==> config.mk <==
export PLATFORM = sky130hd
export DESIGN_NAME = digit_serial_addsub
export DESIGN_NICKNAME = d
export VERILOG_FILES = /design/src/rtl/digit_serial_addsub.sv
export SDC_FILE = /design/constraint.sdc
export NUM_CORES = 1
export LEC_CHECK = 0
export BUFFER_PORTS_ARGS = -buffer_cell sky130_fd_sc_hd__buf_2
export CAP_MARGIN = 20
export CORE_MARGIN = 1.5
export CORE_UTILIZATION = 40
export CTS_BUF_LIST = sky130_fd_sc_hd__clkbuf_4
export DETAILED_ROUTE_END_ITERATION = 10
export PLACE_DENSITY = 0.65
export SLEW_MARGIN = 0
export SYNTH_ARGS = -nofsm -noshare
export SYNTH_HDL_FRONTEND = slang
export SYNTH_SLANG_ARGS = --single-unit
==> constraint.sdc <==
create_clock -name CLK -period 1.9 [get_ports CLK]
set_input_delay 0.095 -clock CLK [delete_from_list [all_inputs] [get_ports CLK]]
set_output_delay 0.095 -clock CLK [all_outputs]
set_load 0.02 [all_outputs]
==> src/rtl/digit_serial_addsub.sv <==
// Digit-serial adder/subtractor: operands captured once, DIGIT bits summed per clock
// through a ripple chain, carry held in a register between digits.
module digit_serial_addsub #(
    parameter int WIDTH = 16,
    parameter int DIGIT = 4
) (
    input  logic             CLK,
    input  logic             RST,
    input  logic             START,
    input  logic             SUB,
    input  logic [WIDTH-1:0] X,
    input  logic [WIDTH-1:0] Y,
    input  logic             Ci,
    output logic             BUSY,
    output logic             DONE,
    output logic [WIDTH-1:0] S,
    output logic             Co,
    output logic             OV
);
    localparam int N  = WIDTH / DIGIT;
    localparam int CW = (N > 1) ? $clog2(N) : 1;

    if (DIGIT < 1 || DIGIT > WIDTH || (WIDTH % DIGIT) != 0) begin : g_bad_params
        $error("digit_serial_addsub: WIDTH must be a multiple of DIGIT, 1 <= DIGIT <= WIDTH");
    end

    typedef enum logic [1:0] {IDLE, RUN, FIN} state_t;

    state_t           state_q, state_d;
    logic [WIDTH-1:0] xs_q, xs_d;
    logic [WIDTH-1:0] ys_q, ys_d;
    logic [WIDTH-1:0] res_q, res_d;
    logic [CW-1:0]    cnt_q, cnt_d;
    logic             carry_q, carry_d;
    logic [WIDTH-1:0] s_q, s_d;
    logic             co_q, co_d;
    logic             ov_q, ov_d;

    logic [DIGIT-1:0]       sum_dig;
    logic [DIGIT:0]         c;
    logic [WIDTH+DIGIT-1:0] res_cat;
    logic [WIDTH-1:0]       res_shift;

    // Digit ripple chain; c[DIGIT-1] is the carry into the digit's top bit.
    always_comb begin
        c       = '0;
        sum_dig = '0;
        c[0]    = carry_q;
        for (int i = 0; i < DIGIT; i++) begin
            sum_dig[i] = xs_q[i] ^ ys_q[i] ^ c[i];
            c[i+1]     = (xs_q[i] & ys_q[i]) | (c[i] & (xs_q[i] ^ ys_q[i]));
        end
    end

    // New digit enters at the MSB end so the first digit ends up at bit 0.
    assign res_cat   = {sum_dig, res_q};
    assign res_shift = res_cat[WIDTH+DIGIT-1:DIGIT];

    always_comb begin
        state_d = state_q;
        xs_d    = xs_q;
        ys_d    = ys_q;
        res_d   = res_q;
        cnt_d   = cnt_q;
        carry_d = carry_q;
        s_d     = s_q;
        co_d    = co_q;
        ov_d    = ov_q;
        case (state_q)
            RUN: begin
                xs_d    = xs_q >> DIGIT;
                ys_d    = ys_q >> DIGIT;
                res_d   = res_shift;
                carry_d = c[DIGIT];
                cnt_d   = cnt_q + CW'(1);
                if (cnt_q == CW'(N - 1)) begin
                    state_d = FIN;
                    s_d     = res_shift;
                    co_d    = c[DIGIT];
                    ov_d    = c[DIGIT] ^ c[DIGIT-1];
                end
            end
            IDLE, FIN: begin
                state_d = IDLE;
                if (START) begin
                    state_d = RUN;
                    xs_d    = X;
                    ys_d    = SUB ? ~Y : Y;
                    carry_d = Ci ^ SUB;
                    cnt_d   = '0;
                end
            end
            default: state_d = IDLE;
        endcase
    end

    always_ff @(posedge CLK or posedge RST) begin
        if (RST) begin
            state_q <= IDLE;
            xs_q    <= '0;
            ys_q    <= '0;
            res_q   <= '0;
            cnt_q   <= '0;
            carry_q <= 1'b0;
            s_q     <= '0;
            co_q    <= 1'b0;
            ov_q    <= 1'b0;
        end else begin
            state_q <= state_d;
            xs_q    <= xs_d;
            ys_q    <= ys_d;
            res_q   <= res_d;
            cnt_q   <= cnt_d;
            carry_q <= carry_d;
            s_q     <= s_d;
            co_q    <= co_d;
            ov_q    <= ov_d;
        end
    end

    assign BUSY = (state_q == RUN);
    assign DONE = (state_q == FIN);
    assign S    = s_q;
    assign Co   = co_q;
    assign OV   = ov_q;
endmodule

==> summary.txt, run 1 <==
Unrepaired setup endpoints after global routing = true
Detailed Route Iter0 Violations = 77
Initial Util = 41.3%
Share of layout cells above drive strength 1 = 33.4%
R2r setup slk = -0.25 ns
Crit end category = register
Post-synth EDFFs = 0
Largest net degree at the start of global routing = 35
P_leak = 0.00184 µW
Sequential-to-total area share from yosys stat = 56.3%
Die Wd = 89.3 µm
Worst R2R Start = carry_q
Critical path origin = carry_q
Clock skew = 0.0151 ns
Maxcap violations = 0
Fillcell total = 666
Cell count after synthesis = 254
Antenna viol nets, final = 0
Skew-Pair Late Insertion Delay = 0.40 ns
CTS tree = built
Initial antenna violation count = 0
Critical setup path kind = reg -> reg
Top cell type's share of synthesized area = 56.3%
Crit start category = register
Min-delay src = Y[12]
Die Area = 7980 µm²
Tmin final = 2.15 ns
ANT cells = 0
Top cells by count, synth = 67 x dfrtp_1, 36 x nand2_1, 20 x o21ai_0, 14 x mux2_2
Placement Cell Area = 3410 µm²
Die Ht = 89.3 µm
Setup WS post-layout = -0.249 ns
Synth unique cells = 26
Syn Nets = 296
Hold Violations, Final = 0
H-tree levels = 3
DR vias/cell = 4.81
Ranking of synthesized cells by area = dfrtp_1 56%, mux2_2 5.3%, nand2_1 4.5%
Gr ovfl total = 0
Final Max Slew Viols = 0
Fraction of registers with async set/reset = 100%
Clock Sinks = 67
Avg WL per Cell = 13.2 µm
Most numerous cell in the Yosys netlist = dfrtp_1
Row cnt = 31
Post-DP HPWL = 3960 µm
Clock Tree Root = clkbuf_4
Detailed-route via count = 2,104
Synthesized area = 2980 µm²
Pwr dens = 1670 nW/µm²
Final instance area = 3730 µm²
Maximum clock path buffer count = 2
Maximum fanout along the worst path = 2
Ys flop type = dfrtp_1
Worst VDD drop = 0.842 mV
Type of the tightest min-delay check = in -> reg
Clock slew at reported path FFs = 0.10 ns
TritonCTS Buffers = 9
Port-buffer cells = 56
Top-Level Pins = 57
# DRC = 0
Fin nets = 375
First-pass DRT Iterations = 4
Worst rel slew slack = 64.6%
Post-route clock period utilization = 113%
Biggest area consumer among synthesized cells = dfrtp_1
Worst Path Required = 2.22 ns
FF+latch count, synth = 67
GRT Overall Usage = 16.2%
Gpl congestion = 0.733
First-pass GRT wire length = 9600 µm
WL final = 5790 µm
Core ar. = 7210 µm²
Overall power = 6240 µW
Final core occ = 51.8%
Yosys warnings = 0
Avg Cell Area, Syn = 11.7 µm²
Sum Neg Setup Slack = -0.740 ns
Least-Margin Pin Slew = 0.531 ns
Final setup viols = 4
Multi-input gate area = 1160 µm²
P&R area growth vs syn = 25.3%
Sequential cell area = 1680 µm²
WP data arrival = 2.47 ns
Vias in the first global route = 2,063
Max Freq = 0.465 GHz
Pre-CTS setup slack = -0.254 ns
Status = finished with violations
Failing checks = setup timing
[logic make-up after synthesis]
group | share of synthesized area, %
AO/OA/AOI/OAI | 10.4
flip-flops | 56.3
multiplexers | 9.32
buffers and inverters | 5.37
AND/OR/NAND/NOR | 10.3
adder cells (fa/ha/maj) | 3.11
XOR/XNOR | 5.29
[registers in the layout, indices dropped and copies added (netlist names)]
register  count
S            16
xs_q         16
ys_q         16
res_q        12
cnt_q         2
state_q       2
Co            1
OV            1
carry_q       1
[power by group]
| group | internal, µW | switching, µW | total (µW) |
|---|---|---|---|
| combinational | 1260 | 1500 | 2760 |
| clock | 538 | 480 | 1020 |
| sequential | 2080 | 377 | 2460 |
[final cells by class]
type	instances	area share (%)
Timing Repair Buffer	86	15.5
Sequential cell	67	44.9
Multi-Input combinational cell	159	31.0
Tap cell	99	3.32
Clock inverter	6	2.14
Clock buffer	10	2.01
Inverter	10	1.07
[placed cells by master, fill, tap and decap left out, types with 12 or more instances in the layout]
master | Yosys | routed
a221o_1 | 13 | 13
buf_2 | 8 | 56
buf_4 | 3 | 12
dfrtp_1 | 67 | 67
dlygate4sd3_1 | 0 | 15
mux2_2 | 14 | 14
mux2i_1 | 12 | 12
nand2_1 | 36 | 36
nand3_1 | 13 | 13
nor2_1 | 13 | 13
o21ai_0 | 20 | 17
xnor2_1 | 12 | 12
[path summary, 6_finish.rpt]
path / to / cells past startpoint
setup / recovery: S[15] / 8
hold / removal: ys_q[12] / 3
setup reg to reg: S[15] / 8
hold reg to reg: res_q[4] / 2
max in group asynchronous: ys_q[6] / 4
min in group asynchronous: res_q[11] / 3
[through the flow]
step / hold slack [ns] / instances
CTS: 0.00167 / 436
global route: 0.0116 / 437
detailed placement: 0.165 / 405
finish: 0.0294 / 437
floorplan: 0.235 / 254
global placement: 0.167 / 405
[per-layer routing]
layer,wire (µm),global-route usage (%),up-vias
li1,-,-,1031
met2,2680,26.2,58
met5,0,0,-
met4,61,5.03,0
met1,2710,20.0,1010
met3,339,6.28,5
[repair_timing]
item	CTS	global route
gates resized for setup	1	2
buffers inserted	0	1
pin swaps	2	3
setup endpoints to repair	5	6
endpoints found under the hold margin	37	0
hold buffers	15	0
[worst max-delay path, stage by stage (launching register included)]
cell,delay (ns)
dfrtp_1,0.41
fa_2,0.39
inv_2,0.06
fa_1,0.17
inv_2,0.04
fa_2,0.34
inv_2,0.06
fa_2,0.45
o21ai_2,0.16
Power figures use the tool's default switching activity.
==> run 2: changes to the inputs <==
CELL_PAD_IN_SITES_DETAIL_PLACEMENT = 1   (was not set)
CELL_PAD_IN_SITES_GLOBAL_PLACEMENT = 1   (was not set)
PLACE_DENSITY = 0.79   (was 0.65)
==> run 2 against run 1 <==
The flow still finishes with violations (setup timing). Sequential share of layout area up 0.23 points. Power down 2.5%. Global-route usage up 3.1 points. First-iteration DRC count up 12%.
==> summary.txt, run 2 (synthesis results as in run 1) <==
Status = finished with violations
Failing checks = setup timing
Maximum fanout along the worst path = 2
Min-delay src = X[0]
Post-DP HPWL = 4480 µm
Setup WS post-layout = -0.261 ns
ANT cells = 0
WL final = 6620 µm
TritonCTS Buffers = 9
Fin Hold WS = 0.0229 ns
Pre-CTS setup slack = -0.310 ns
Skew-Pair Late Insertion Delay = 0.41 ns
Core ar. = 7210 µm²
Detailed Route Iter0 Violations = 86
Share of layout cells above drive strength 1 = 32.8%
Leading cell types in the layout, fill and taps excluded = 67 x dfrtp_1, 56 x buf_2, 36 x nand2_1
Crit start category = register
Worst Path Required = 2.23 ns
Hold Violations, Final = 0
DR vias/cell = 4.91
Initial antenna violation count = 0
Worst VDD drop = 0.659 mV
Worst R2R Start = xs_q[0]
Crit end category = register
Port-buffer cells = 56
Least-Margin Pin Slew = 0.601 ns
Clock Sinks = 67
Max Freq = 0.463 GHz
Die Wd = 89.3 µm
Unrepaired setup endpoints after global routing = true
Top-Level Pins = 57
Gr ovfl total = 0
Tmin final = 2.16 ns
CTS tree = built
WP data arrival = 2.49 ns
Type of the tightest min-delay check = in -> reg
Clock slew at reported path FFs = 0.09 ns
Maximum clock path buffer count = 2
Final setup viols = 5
Maxcap violations = 0
R2r setup slk = -0.26 ns
Final core occ = 51.5%
Post-Place Cells = 402
# DRC = 0
Worst rel slew slack = 59.9%
Detailed-route via count = 2,162
P&R area growth vs syn = 24.7%
Die Area = 7980 µm²
Row cnt = 31
Critical path origin = xs_q[0]
Critical setup path kind = reg -> reg
Die Ht = 89.3 µm
Gpl congestion = 0.761
Non-Filler Instances = 440
Largest net degree at the start of global routing = 42
H-tree levels = 3
Most common cell after layout, fill and taps aside = dfrtp_1
Fin nets = 378
P_leak = 0.00183 µW
Final Max Slew Viols = 0
Antenna viol nets, final = 0
First-pass DRT Iterations = 4
GRT Overall Usage = 19.3%
Avg WL per Cell = 15.1 µm
Initial Util = 41.3%
Pwr dens = 1640 nW/µm²
Vias in the first global route = 2,239
First-pass GRT wire length = 11,100 µm
Clock skew = 0.00830 ns
Post-route clock period utilization = 114%
Clock Tree Root = clkbuf_4
-- run 2: cell types whose count changed in the layout (fill, tap and decap cells not counted), moves of 2 or more --
| cell | change |
|---|---|
| dlygate4sd3_1 | +6 |
| clkbuf_4 | +3 |
| buf_4 | -2 |
| bufinv_16 | -2 |
| clkinv_1 | -2 |
| clkinv_2 | +2 |
| o21ai_1 | +2 |
-- run 2: final timing paths --
path	endpoint	cells after the start
setup / recovery	S[15]	8
hold / removal	xs_q[0]	3
setup reg to reg	S[15]	8
hold reg to reg	res_q[5]	2
max in group asynchronous	ys_q[10]	4
min in group asynchronous	S[13]	3
-- run 2: timing repair --
item,in CTS,in global routing
hold endpoints to repair,46,0
buffers inserted,1,0
endpoints found under the setup margin,6,6
gates resized for setup,2,2
pin swaps,3,0
hold buffers,21,0
-- run 2: power by group --
group | switching, µW | total (µW) | internal (µW)
combinational | 1550 | 2800 | 1250
clock | 477 | 799 | 323
sequential | 408 | 2490 | 2080
total | 2430 | 6090 | 3650
-- run 2: layer usage --
metal,wire length [µm],up-vias,GRT usage (%)
met5,0,-,0
met2,3290,68,31.9
met3,271,10,4.43
li1,-,1032,-
met1,2930,1052,23.9
met4,129,0,9.23
-- run 2: area by class of cell --
cell class / instances / area [µm²]
Tap cell: 99 / 124
Clock buffer: 13 / 97.6
Sequential cell: 67 / 1680
Multi-Input combinational cell: 159 / 1160
Inverter: 10 / 40.0
Clock inverter: 3 / 15.0
Timing Repair Buffer: 89 / 606
Fill cell: 805 / 3500
-- run 2: through the flow --
| stage | setup TNS, ns | instance area (µm²) | power [µW] |
|---|---|---|---|
| 2_1_floorplan | -0.543 | 2990 | 4430 |
| 3_3_place_gp | -0.742 | 3380 | 5090 |
| 3_5_place_dp | -1.28 | 3380 | 5310 |
| 4_1_cts | -1.16 | 3710 | 6180 |
| 5_1_grt | -1.57 | 3720 | 6610 |
| 6_report | -1.04 | 3720 | 6090 |
-- run 2: critical path, stage by stage (launching register included) --
cell     delay [ns]
dfrtp_1        0.41
fa_2           0.39
inv_2          0.06
fa_2           0.19
inv_2          0.04
fa_2           0.36
inv_2          0.07
fa_2           0.45
o21ai_2        0.13
==> run 3: changes to the inputs <==
SETUP_SLACK_MARGIN = 0.05   (was not set)
==> run 3 against run 2 <==
The flow still finishes with violations (setup timing). Global-route usage is the same. Count of clock-buffer cells in the layout unchanged. Sequential share of layout area hardly changed. Combinational power barely moved. Utilization barely moved. Design area is essentially flat. Sequential power barely moved. Clock skew barely moved. Largest power group unchanged. Setup slack about the same. Highest routed layer unchanged. First-iteration DRC count unchanged. Critical path depth unchanged. Worst hold slack did not move.
==> summary.txt, run 3 (synthesis results as in run 1) <==
Status = finished with violations
Failing checks = setup timing
Pre-CTS setup slack = -0.310 ns
Share of layout cells above drive strength 1 = 33.1%
Leading cell types in the layout, fill and taps excluded = 66 x dfrtp_1, 56 x buf_2, 36 x nand2_1
TritonCTS Buffers = 9
Clock slew at reported path FFs = 0.09 ns
Avg WL per Cell = 15.1 µm
Tmin final = 2.16 ns
Most used cell, CP = fa_2
Placement Cell Area = 3380 µm²
P_leak = 0.00183 µW
Pwr dens = 1640 nW/µm²
Least-Margin Pin Slew = 0.601 ns
Maximum fanout along the worst path = 2
Initial Util = 41.3%
Post-route clock period utilization = 114%
Sum Neg Setup Slack = -1.04 ns
Die Ht = 89.3 µm
Fillcell total = 804
First-pass GRT wire length = 11,100 µm
WP data arrival = 2.49 ns
FF-to-FF path depth = 8
Worst rel slew slack = 59.9%
Hold-critical path depth = 3
Setup WS post-layout = -0.261 ns
Critical setup path kind = reg -> reg
Detailed Route Iter0 Violations = 86
Max Freq = 0.463 GHz
Maximum clock path buffer count = 2
Detailed-route via count = 2,162
Clock Sinks = 67
WL final = 6620 µm
Hold Violations, Final = 0
First-pass DRT Iterations = 4
Crit-path slowest cell = fa_2
Worst Path Required = 2.23 ns
Skew-Pair Late Insertion Delay = 0.41 ns
Top-Level Pins = 57
Buf+Inv Stages, Crit Path = 3
Crit start category = register
Clock Tree Root = clkbuf_4
Type of the tightest min-delay check = in -> reg
DR vias/cell = 4.91
CP top delay family = adder cells
Vias in the first global route = 2,239
Maxcap violations = 0
CP max stage delay = 0.45 ns
Crit end category = register
Clock skew = 0.00830 ns
Die Wd = 89.3 µm
Largest net degree at the start of global routing = 42
Die Area = 7980 µm²
ANT cells = 0
Core ar. = 7210 µm²
Overall power = 6090 µW
Gr ovfl total = 0
Critical path depth = 8
Gpl congestion = 0.761
Worst path cell trace = fa_2 > inv_2 > fa_2 > inv_2 > fa_2 > inv_2 > fa_2 > o21ai_2
P&R area growth vs syn = 24.7%
Row cnt = 31
Final instance area = 3720 µm²
CTS tree = built
H-tree levels = 3
GRT Overall Usage = 19.3%
R2r setup slk = -0.26 ns
Initial antenna violation count = 0
# DRC = 0
Fin nets = 378
Unrepaired setup endpoints after global routing = true
Port-buffer cells = 56
Final setup viols = 5
Post-DP HPWL = 4480 µm
Worst VDD drop = 0.662 mV
Antenna viol nets, final = 0
Final Max Slew Viols = 0
Most common cell after layout, fill and taps aside = dfrtp_1
run 3: cell counts in the layout (fill, tap and decap cells not counted):
No cell type changed its count.
run 3: worst reg2reg max path, delay by kind of cell (launching register included):
| family | cells | cell delay, ns |
|---|---|---|
| AO/OA/AOI/OAI | 1 | 0.13 |
| adder cells (fa/ha/maj) | 4 | 1.39 |
| flip-flops | 1 | 0.41 |
| buffers and inverters | 3 | 0.17 |
run 3: cell type report:
class / count / area (µm²) / area share, %
Multi-Input combinational cell: 159 / 1160 / 31.1
Sequential cell: 67 / 1680 / 45.1
Tap cell: 99 / 124 / 3.33
Inverter: 10 / 40.0 / 1.08
Clock inverter: 3 / 15.0 / 0.404
Clock buffer: 13 / 97.6 / 2.63
Timing Repair Buffer: 89 / 606 / 16.3
run 3: what timing repair did:
item	4_1_cts	5_1_grt
gates resized for setup	2	3
endpoints found under the setup margin	6	8
buffers inserted	1	0
hold buffers	21	0
pin swaps	3	0
hold endpoints to repair	46	0
run 3: power breakdown:
part / switching, µW / total [µW] / internal [µW]
registers: 408 / 2490 / 2080
logic: 1550 / 2800 / 1250
clock network: 477 / 799 / 323
run 3: routing by layer:
| layer | up-vias | global-route usage [%] | wire, µm |
|---|---|---|---|
| met5 | - | 0 | 0 |
| met1 | 1052 | 23.9 | 2930 |
| met2 | 68 | 31.9 | 3290 |
| met4 | 0 | 9.23 | 129 |
| met3 | 10 | 4.43 | 271 |
| li1 | 1032 | - | - |
run 3: path summary, 6_finish.rpt:
kind | to | startpoint
max | S[15] | xs_q[0]
min | xs_q[0] | X[0]
max reg2reg | S[15] | xs_q[0]
min reg2reg | res_q[5] | res_q[5]
max in group asynchronous | ys_q[10] | RST
min in group asynchronous | S[13] | RST
run 3: stage by stage:
stage	hold slack [ns]	cells	util, %
global placement	0.189	402	46.8
CTS	0.00556	440	51.5
global route	0.0309	440	51.5
detailed placement	0.199	402	46.8
floorplan	0.235	254	-
finish	0.0229	440	51.5
